==> src/rtl/if_stage_if.sv <==
// Instruction-memory fetch bus between the IF stage (master) and instruction memory (slave).
// The address is the current PC; data is accepted in any cycle where request and ready are both high.
interface if_stage_if #(
  parameter int DATA_WIDTH = 32
);
  logic                  o_Mem_Req;
  logic [DATA_WIDTH-1:0] o_Mem_Addr;
  logic                  i_Mem_Ready;
  logic [DATA_WIDTH-1:0] i_Mem_Data;

  modport master (
    output o_Mem_Req,
    output o_Mem_Addr,
    input  i_Mem_Ready,
    input  i_Mem_Data
  );

  modport slave (
    input  o_Mem_Req,
    input  o_Mem_Addr,
    output i_Mem_Ready,
    output i_Mem_Data
  );
endinterface

==> src/rtl/if_stage.sv <==
// Pipeline instruction-fetch stage: PC register, fetch FSM with a one-word stall buffer, and the IF/ID register.
// Priority of controls: reset > branch > flush > freeze > normal fetch.
module if_stage #(
  parameter int                    DATA_WIDTH = 32,
  parameter logic [DATA_WIDTH-1:0] RESET_PC   = '0
) (
  input  logic                  clk,
  input  logic                  reset,
  input  logic                  i_Freeze,
  input  logic                  i_Flush,
  input  logic                  i_Branch_Taken,
  input  logic [DATA_WIDTH-1:0] i_Branch_Address,
  if_stage_if.master            mem,
  output logic [DATA_WIDTH-1:0] o_Pc,
  output logic [DATA_WIDTH-1:0] o_Instruction,
  output logic                  o_Valid,
  output logic                  o_Busy
);

  typedef enum logic [1:0] {
    S_IDLE = 2'd0,
    S_REQ  = 2'd1,
    S_HELD = 2'd2
  } state_t;

  state_t                state_reg, state_next;
  logic [DATA_WIDTH-1:0] pc_reg, pc_next;
  logic [DATA_WIDTH-1:0] buf_reg, buf_next;
  logic [DATA_WIDTH-1:0] out_pc_reg, out_pc_next;
  logic [DATA_WIDTH-1:0] out_instr_reg, out_instr_next;
  logic                  out_valid_reg, out_valid_next;

  logic                  ifid_clear;
  logic                  ifid_load;
  logic [DATA_WIDTH-1:0] load_word;
  logic [DATA_WIDTH-1:0] pc_plus4;

  // Wraps modulo 2^DATA_WIDTH by construction.
  assign pc_plus4 = pc_reg + DATA_WIDTH'(4);

  always_comb begin
    state_next = state_reg;
    buf_next   = buf_reg;
    ifid_clear = 1'b0;
    ifid_load  = 1'b0;
    load_word  = mem.i_Mem_Data;

    if (i_Branch_Taken) begin
      ifid_clear = 1'b1;
      buf_next   = '0;
      state_next = S_REQ;
    end else if (i_Flush) begin
      // PC is not advanced, so the discarded word is fetched again.
      ifid_clear = 1'b1;
      buf_next   = '0;
      state_next = S_REQ;
    end else begin
      case (state_reg)
        S_IDLE: begin
          state_next = S_REQ;
          ifid_clear = ~i_Freeze;
        end
        S_REQ: begin
          if (mem.i_Mem_Ready) begin
            if (i_Freeze) begin
              // Park the word so the request can drop while the pipeline is stalled.
              buf_next   = mem.i_Mem_Data;
              state_next = S_HELD;
            end else begin
              ifid_load = 1'b1;
            end
          end else begin
            ifid_clear = ~i_Freeze;
          end
        end
        S_HELD: begin
          if (!i_Freeze) begin
            ifid_load  = 1'b1;
            load_word  = buf_reg;
            state_next = S_REQ;
          end
        end
        default: state_next = S_IDLE;
      endcase
    end
  end

  always_comb begin
    pc_next        = pc_reg;
    out_pc_next    = out_pc_reg;
    out_instr_next = out_instr_reg;
    out_valid_next = out_valid_reg;

    if (i_Branch_Taken) begin
      pc_next = i_Branch_Address;
    end else if (ifid_load) begin
      pc_next = pc_plus4;
    end

    if (ifid_clear) begin
      out_pc_next    = '0;
      out_instr_next = '0;
      out_valid_next = 1'b0;
    end else if (ifid_load) begin
      out_pc_next    = pc_plus4;
      out_instr_next = load_word;
      out_valid_next = 1'b1;
    end
  end

  always_ff @(posedge clk or negedge reset) begin
    if (!reset) begin
      state_reg     <= S_IDLE;
      pc_reg        <= RESET_PC;
      buf_reg       <= '0;
      out_pc_reg    <= '0;
      out_instr_reg <= '0;
      out_valid_reg <= 1'b0;
    end else begin
      state_reg     <= state_next;
      pc_reg        <= pc_next;
      buf_reg       <= buf_next;
      out_pc_reg    <= out_pc_next;
      out_instr_reg <= out_instr_next;
      out_valid_reg <= out_valid_next;
    end
  end

  assign mem.o_Mem_Req  = (state_reg == S_REQ);
  assign mem.o_Mem_Addr = pc_reg;
  assign o_Busy         = mem.o_Mem_Req & ~mem.i_Mem_Ready;
  assign o_Pc           = out_pc_reg;
  assign o_Instruction  = out_instr_reg;
  assign o_Valid        = out_valid_reg;

endmodule

==> src/flat_wrapper.sv <==
// flat-port wrapper written by rule: the top's interface ports become plain ports
module if_stage_flat 
#(
  parameter int                    DATA_WIDTH = 32,
  parameter logic [DATA_WIDTH-1:0] RESET_PC   = '0
)
  (clk, reset, i_Freeze, i_Flush, i_Branch_Taken, i_Branch_Address, o_Pc, o_Instruction, o_Valid, o_Busy, mem_o_Mem_Req, mem_o_Mem_Addr, mem_i_Mem_Ready, mem_i_Mem_Data);
  if_stage_if #(.DATA_WIDTH(DATA_WIDTH)) mem_i ();
  input  logic clk;
  input  logic reset;
  input  logic i_Freeze;
  input  logic i_Flush;
  input  logic i_Branch_Taken;
  input  logic [DATA_WIDTH-1:0] i_Branch_Address;
  output logic [DATA_WIDTH-1:0] o_Pc;
  output logic [DATA_WIDTH-1:0] o_Instruction;
  output logic o_Valid;
  output logic o_Busy;
  output wire logic [$bits(mem_i.o_Mem_Req)-1:0] mem_o_Mem_Req;
  output wire logic [$bits(mem_i.o_Mem_Addr)-1:0] mem_o_Mem_Addr;
  input wire logic [$bits(mem_i.i_Mem_Ready)-1:0] mem_i_Mem_Ready;
  input wire logic [$bits(mem_i.i_Mem_Data)-1:0] mem_i_Mem_Data;
  assign mem_o_Mem_Req = mem_i.o_Mem_Req;
  assign mem_o_Mem_Addr = mem_i.o_Mem_Addr;
  assign mem_i.i_Mem_Ready = mem_i_Mem_Ready;
  assign mem_i.i_Mem_Data = mem_i_Mem_Data;
  if_stage #(.DATA_WIDTH(DATA_WIDTH), .RESET_PC(RESET_PC)) u_core (.clk(clk), .reset(reset), .i_Freeze(i_Freeze), .i_Flush(i_Flush), .i_Branch_Taken(i_Branch_Taken), .i_Branch_Address(i_Branch_Address), .mem(mem_i), .o_Pc(o_Pc), .o_Instruction(o_Instruction), .o_Valid(o_Valid), .o_Busy(o_Busy));
endmodule
==> config.mk <==
export PLATFORM = sky130hd
export DESIGN_NAME = if_stage_flat
export DESIGN_NICKNAME = d
export VERILOG_FILES = /design/src/rtl/if_stage_if.sv /design/src/rtl/if_stage.sv /design/src/flat_wrapper.sv
export SDC_FILE = /design/constraint.sdc
export NUM_CORES = 1
export LEC_CHECK = 0
export ABC_AREA = 1
export CAP_MARGIN = 30
export CELL_PAD_IN_SITES_DETAIL_PLACEMENT = 1
export CELL_PAD_IN_SITES_GLOBAL_PLACEMENT = 2
export CORE_ASPECT_RATIO = 0.6
export CORE_UTILIZATION = 27
export CTS_BUF_LIST = sky130_fd_sc_hd__clkbuf_16
export CTS_CLUSTER_SIZE = 16
export DETAILED_ROUTE_END_ITERATION = 8
export PLACE_DENSITY_LB_ADDON = 0.12
export SYNTH_ARGS = -nofsm -noshare
export SYNTH_HDL_FRONTEND = slang
export SYNTH_SLANG_ARGS = --single-unit
export TNS_END_PERCENT = 30
==> constraint.sdc <==
create_clock -name clk -period 2.09 [get_ports clk]
set_input_delay 0.418 -clock clk [delete_from_list [all_inputs] [get_ports clk]]
set_output_delay 0.418 -clock clk [all_outputs]
set_load 0.02 [all_outputs]
Word level (Yosys, flattened, before mapping)
Index checks and enable logic that the tools add are counted.
Storage, ports and cells
  flip-flop bits (word level): 131
  bits in writable memories: 0
  memories kept: 0
  output and inout port bits: 99
  ROM bits: 0
  input port bits: 70
  bits in latches: 0
  word-level logic and storage cells: 52
Operators by class
  shifts and indexed selects: 0
  $lt $le $gt $ge: 0
  $mul: 0
  bitwise operators: 3
  equality and inequality tests: 5
  divide/modulo/power cells: 0
  $add $sub $neg: 1
  reduce and logical (&&, ||, !) cells: 7
  mux-type cells: 30
Operators by type and width (count)
  32-bit 2-to-1 mux: 13
  32-bit by 3-bit adder with 32-bit output, second input constant: 1
  4-bit != test, second input constant: 3
  2-bit 2-to-1 mux: 5
  1-bit 2-to-1 mux: 9
  2-bit one-hot mux with 3 select lines: 1
  3-bit nonzero test: 2
  1-bit one-hot mux with 2 select lines: 2
  2-bit nonzero test: 2
  3-bit AND reduction: 1
  2-bit by 1-bit == test with 1-bit output, second input constant: 1
  2-bit == test, second input constant: 1
  2-bit logical NOT: 1
  1-bit inverter: 2
  2-bit AND reduction: 1
  1-bit AND: 1

Longest topological paths before layout
  word-level depth: 7
  gate-level depth with buffers: 12
  gate-level depth less buffers: 11

Worst setup path after synthesis
Ideal clock, no wire load.
  kind: flip-flop to flip-flop
  from: register u_core.state_reg[1]
  to: register u_core.out_instr_reg[11] (netlist: u_core.o_Instruction[11])
  required time: 1963 ps
  library setup time: 127 ps
  stages on the path, launching flop included: 11
  slack: 50 ps
  path buffers: 1
  period minus slack after synthesis: 2040 ps
  data arrival time: 1913 ps
  cell sequence: dfrtp_1 inv_1 ha_1 inv_1 nor2_1 nor2_1 o21ai_4 nor2_8 buf_4 nand2_1 o21ai_0
On the way
  elaborated cells between the ends (all ways): 15
  classes of those cells: eq/ne (2); mux (11); reduce/logical (2)
RTL lines
  from (decl): RTL line if_stage.sv:26  | state_t state_reg, state_next;
  from (signal assigned): RTL line if_stage.sv:120  | state_reg <= state_next;
  2-bit by 1-bit == test with 1-bit output *
  via mem_o_Mem_Req: RTL line flat_wrapper.sv:19  | output wire logic [$bits(mem_i.o_Mem_Req)-1:0] mem_o_Mem_Req;
  1-bit one-hot mux with 2 select lines: RTL line if_stage.sv:58  | case (state_reg)
  1-bit 2-to-1 mux: RTL line if_stage.sv:52  | end else if (i_Flush) begin
  1-bit 2-to-1 mux: RTL line if_stage.sv:48  | if (i_Branch_Taken) begin
  32-bit 2-to-1 mux / 2-bit nonzero test (equally long branches)
  to (signal assigned): RTL line if_stage.sv:124  | out_instr_reg <= out_instr_next;
  to (decl): RTL line if_stage.sv:30  | logic [DATA_WIDTH-1:0] out_instr_reg, out_instr_next;
The timed path passes the listed nets; every way through them passes the cells marked *. The select of a mux whose other input is x is not followed.
A chain may end at the register's enable or synchronous reset.

Worst setup path after layout
  from: register u_core.pc_reg[18] (netlist: u_core.mem.o_Mem_Addr[18])
  to: output mem_o_Mem_Addr[18]
RTL lines
  from (decl): RTL line if_stage.sv:27  | logic [DATA_WIDTH-1:0] pc_reg, pc_next;
  from (signal assigned): RTL line if_stage.sv:121  | pc_reg <= pc_next;
  to (decl): RTL line flat_wrapper.sv:20  | output wire logic [$bits(mem_i.o_Mem_Addr)-1:0] mem_o_Mem_Addr;
No word-level cell between the ends.

==> impl_metrics.env <==
export IMPL_antenna_found_initial=0
export IMPL_crit_start="u_core.mem.o_Mem_Addr[18]$_DFFE_PN0P_"
export IMPL_fin_nets=1226
export IMPL_layout_setup_ws_ns=0.07922
export IMPL_synthAdderAreaFrac_pct=0.8990
export IMPL_crit_type="reg2out"
export IMPL_clk_insertion_delay_late_ns=0.44
export IMPL_design_area_um2=9828
export IMPL_cp_depth=1
export IMPL_cp_arrival_ns=1.59
export IMPL_cts_sinks=131
export IMPL_die_w_um=209.3
export IMPL_avgRoutedWirePerCell_um=16.66
export IMPL_viasPerCell=4.450
export IMPL_synth_top_family_by_area="simple AND/OR/NAND/NOR gates"
export IMPL_crit_family="buffers and inverters"
export IMPL_synthMuxAreaShare_pct=0
export IMPL_io_pins=169
export IMPL_synth_nets=1043
export IMPL_synth_compound_area_share_pct=9.583
export IMPL_port_buffers=168
export IMPL_gp_routability_congestion=0.7818
export IMPL_yosysSeqAreaShare_pct=47.11
export IMPL_syn_inst=968
export IMPL_clockPowerShare_pct=41.2
export IMPL_die_y_um=126.4
export IMPL_core_rowCount=45
export IMPL_setup_viol=0
export IMPL_finClkSkew_ns=0.008403
export IMPL_maxCapViolCount=0
export IMPL_syn_to_final_growth_pct=41.23
export IMPL_grt_usage_pct=19.63
export IMPL_intPower_mw=4.679
export IMPL_h_tree_depth=4
export IMPL_yosys_area_share_simple_pct=31.32
export IMPL_cts_tree="done"
export IMPL_drive_gt1_share_pct=7.567
export IMPL_yosysUniqueCellTypes=26
export IMPL_p_sw_mw=1.903
export IMPL_cts_buffer_depth=2
export IMPL_pre_cts_slack_ns=-0.02187
export IMPL_dp_cells=1460
export IMPL_clk_pin_slew_ns=0.06
export IMPL_max_freq_mhz=497.3
export IMPL_r2r_cells=8
export IMPL_worstHoldStart="u_core.o_Pc[9]$_DFFE_PN0P_"
export IMPL_slowest_delay_ns=0.67
export IMPL_min_to="u_core.o_Pc[9]$_DFFE_PN0P_"
export IMPL_period_share_pct=96.21
export IMPL_slew_headroom_pct=68.85
export IMPL_place_detailed_hpwl_um=18240
export IMPL_swShare_pct=28.92
export IMPL_crit_required_ns=1.67
export IMPL_drc=0
export IMPL_critPathMaxFanout=5
export IMPL_wirelength_um=24860
export IMPL_hold_depth=2
export IMPL_critPathBufInv=1
export IMPL_syn_cell_area_um2=6959
export IMPL_p_comb_share_pct=16.9
export IMPL_num_vias=6639
export IMPL_grt_pass1_vias=6709
export IMPL_dr_first_iter_drc_count=303
export IMPL_seqPwrFrac_pct=41.9
export IMPL_final_max_slew_viol_count=0
export IMPL_synth_ff_latch_count=131
export IMPL_hold_viol_final=0
export IMPL_status="finished, final reports clean"
export IMPL_p_leak_nw=4.692
export IMPL_end_kind="output pin"
export IMPL_r2r_start="u_core.mem.o_Mem_Addr[3]$_DFFE_PN0P_"
export IMPL_ant_nets=0
export IMPL_r2r_slack_ns=0.17
export IMPL_fillers=3107
export IMPL_grt_max_degree=57
export IMPL_syn_area_per_cell_um2=7.189
export IMPL_cp_slowest_cell="clkdlybuf4s50_1"
export IMPL_start_util_pct=27.53
export IMPL_firstDrtPassIters=6
export IMPL_tns_ns=0
export IMPL_gr_total_overflow=0
export IMPL_dieArea_um2=26440
export IMPL_cts_made_buffers=17
export IMPL_tightest_slew_ns=0.4672
export IMPL_crit_chain="clkdlybuf4s50_1"
export IMPL_grt_pass1_wl_um=39300
export IMPL_rsz0062_at_grt="true"
export IMPL_worst_hold_path_type="reg2reg"
export IMPL_p_per_area_nw_per_um2=669.8
export IMPL_hold_ws_ns=0.4657
export IMPL_yosys_warnings=0
export IMPL_r2r_end="u_core.mem.o_Mem_Addr[18]$_DFFE_PN0P_"
export IMPL_n_antenna_cell=0
export IMPL_fin_crit_ns=2.011
export IMPL_peakVddDrop_v=0.0005342
export IMPL_cts_root_buf="clkbuf_16"
export IMPL_core_um2=25280
export IMPL_place_area_um2=9314
export IMPL_final_cells=1492
export IMPL_synth_xor_area_share_pct=1.888
export IMPL_start_kind="register"
[layout by cell type (no fill, tap or decap), drive strengths merged, types with 5 or more instances in the layout]
master	netlist	layout
nand2	439	439
clkdlybuf4s50	0	164
dfrtp	131	131
inv	108	112
o21ai	101	101
nor2	48	48
nand3	46	46
buf	31	40
clkbuf	11	17
o22ai	15	15
xor2	14	14
clkinv	0	9
or2	8	8
ha	5	5
[cells by family (layout without fill, tap and decap cells)]
family          count (synthesis)  after routing
simple gates                  545            545
buf+inv                       150            345
flops                         131            131
compound gates                122            122
xor+xnor                       15             15
fa+ha+maj                       5              5
[synthesized netlist by cell type]
cell      instances  area [um^2]
nand2_1         438         1644
xor2_1           14        122.6
ha_1              5        62.56
nor2_1           43        161.4
o21ai_0          88        440.4
buf_2            20        100.1
o21ai_1          11        55.05
or2_2             8        50.05
nand2_2           1        6.260
and2_1            3        18.77
nor2_2            3        18.77
xnor2_1           1        8.760
dfrtp_1         131         3278
o22ai_1          15        93.84
nor3_2            1        10.01
inv_1           101        379.1
nand3_1          46        230.2
o21ai_4           2        32.53
buf_6             3        33.78
o31ai_1           1        7.510
a211oi_1          1        7.510
nor2_8            2        40.04
clkbuf_1         11        41.29
inv_2             7        26.28
o211ai_1          4        30.03
buf_4             8        60.06
[final cells by class]
cell class | instances | area, um^2 | area share, %
multi-input combinational | 687 | 3053 | 31.06
tap | 329 | 411.6 | 4.188
inverter | 108 | 405.4 | 4.125
clock buffer | 17 | 425.4 | 4.328
timing repair buffer | 206 | 2172 | 22.10
sequential | 131 | 3278 | 33.35
clock inverter | 14 | 82.58 | 0.8402
[repair_timing]
item | in CTS | in global routing
endpoints found under the setup margin | 2 | 2
gates resized for setup | 5 | 1
hold buffers | 1 | 0
buffers inserted | 0 | 0
endpoints found under the hold margin | 37 | 0
[metrics by stage]
step | util [%] | power, mW
finish | 38.88 | 6.583
global route | 38.88 | 6.922
global placement | 36.84 | 3.928
CTS | 38.90 | 6.702
detailed placement | 36.84 | 3.931
floorplan | - | 3.302
[worst max path at each step]
stage,slack [ns],to
2_1_floorplan,0.05,u_core.o_Instruction[11]$_DFFE_PN0P_
3_3_place_gp,-0.03,o_Busy
3_5_place_dp,-0.02,o_Busy
4_1_cts,0.02,o_Busy
5_1_grt,-0.005,u_core.mem.o_Mem_Addr[18]$_DFFE_PN0P_
6_report,0.08,mem_o_Mem_Addr[18]
[routing by layer]
metal | GRT usage (%) | vias to the layer above | wire length (um)
li1 | - | 3355 | -
met1 | 30.69 | 3162 | 14150
met2 | 25.84 | 110 | 9340
met3 | 6.066 | 12 | 1206
met4 | 3.763 | 0 | 161
met5 | 0 | - | 0
[power groups by stage]
stage	Sequential, mW	Combinational, mW	Clock [mW]
after global routing	2.77	1.23	2.92
after global placement	2.80	1.13	0
after CTS	2.76	1.14	2.81
after detailed placement	2.80	1.13	0
final	2.76	1.11	2.71
after floorplan	2.86	0.439	0
(Power assumes the default switching activity.)
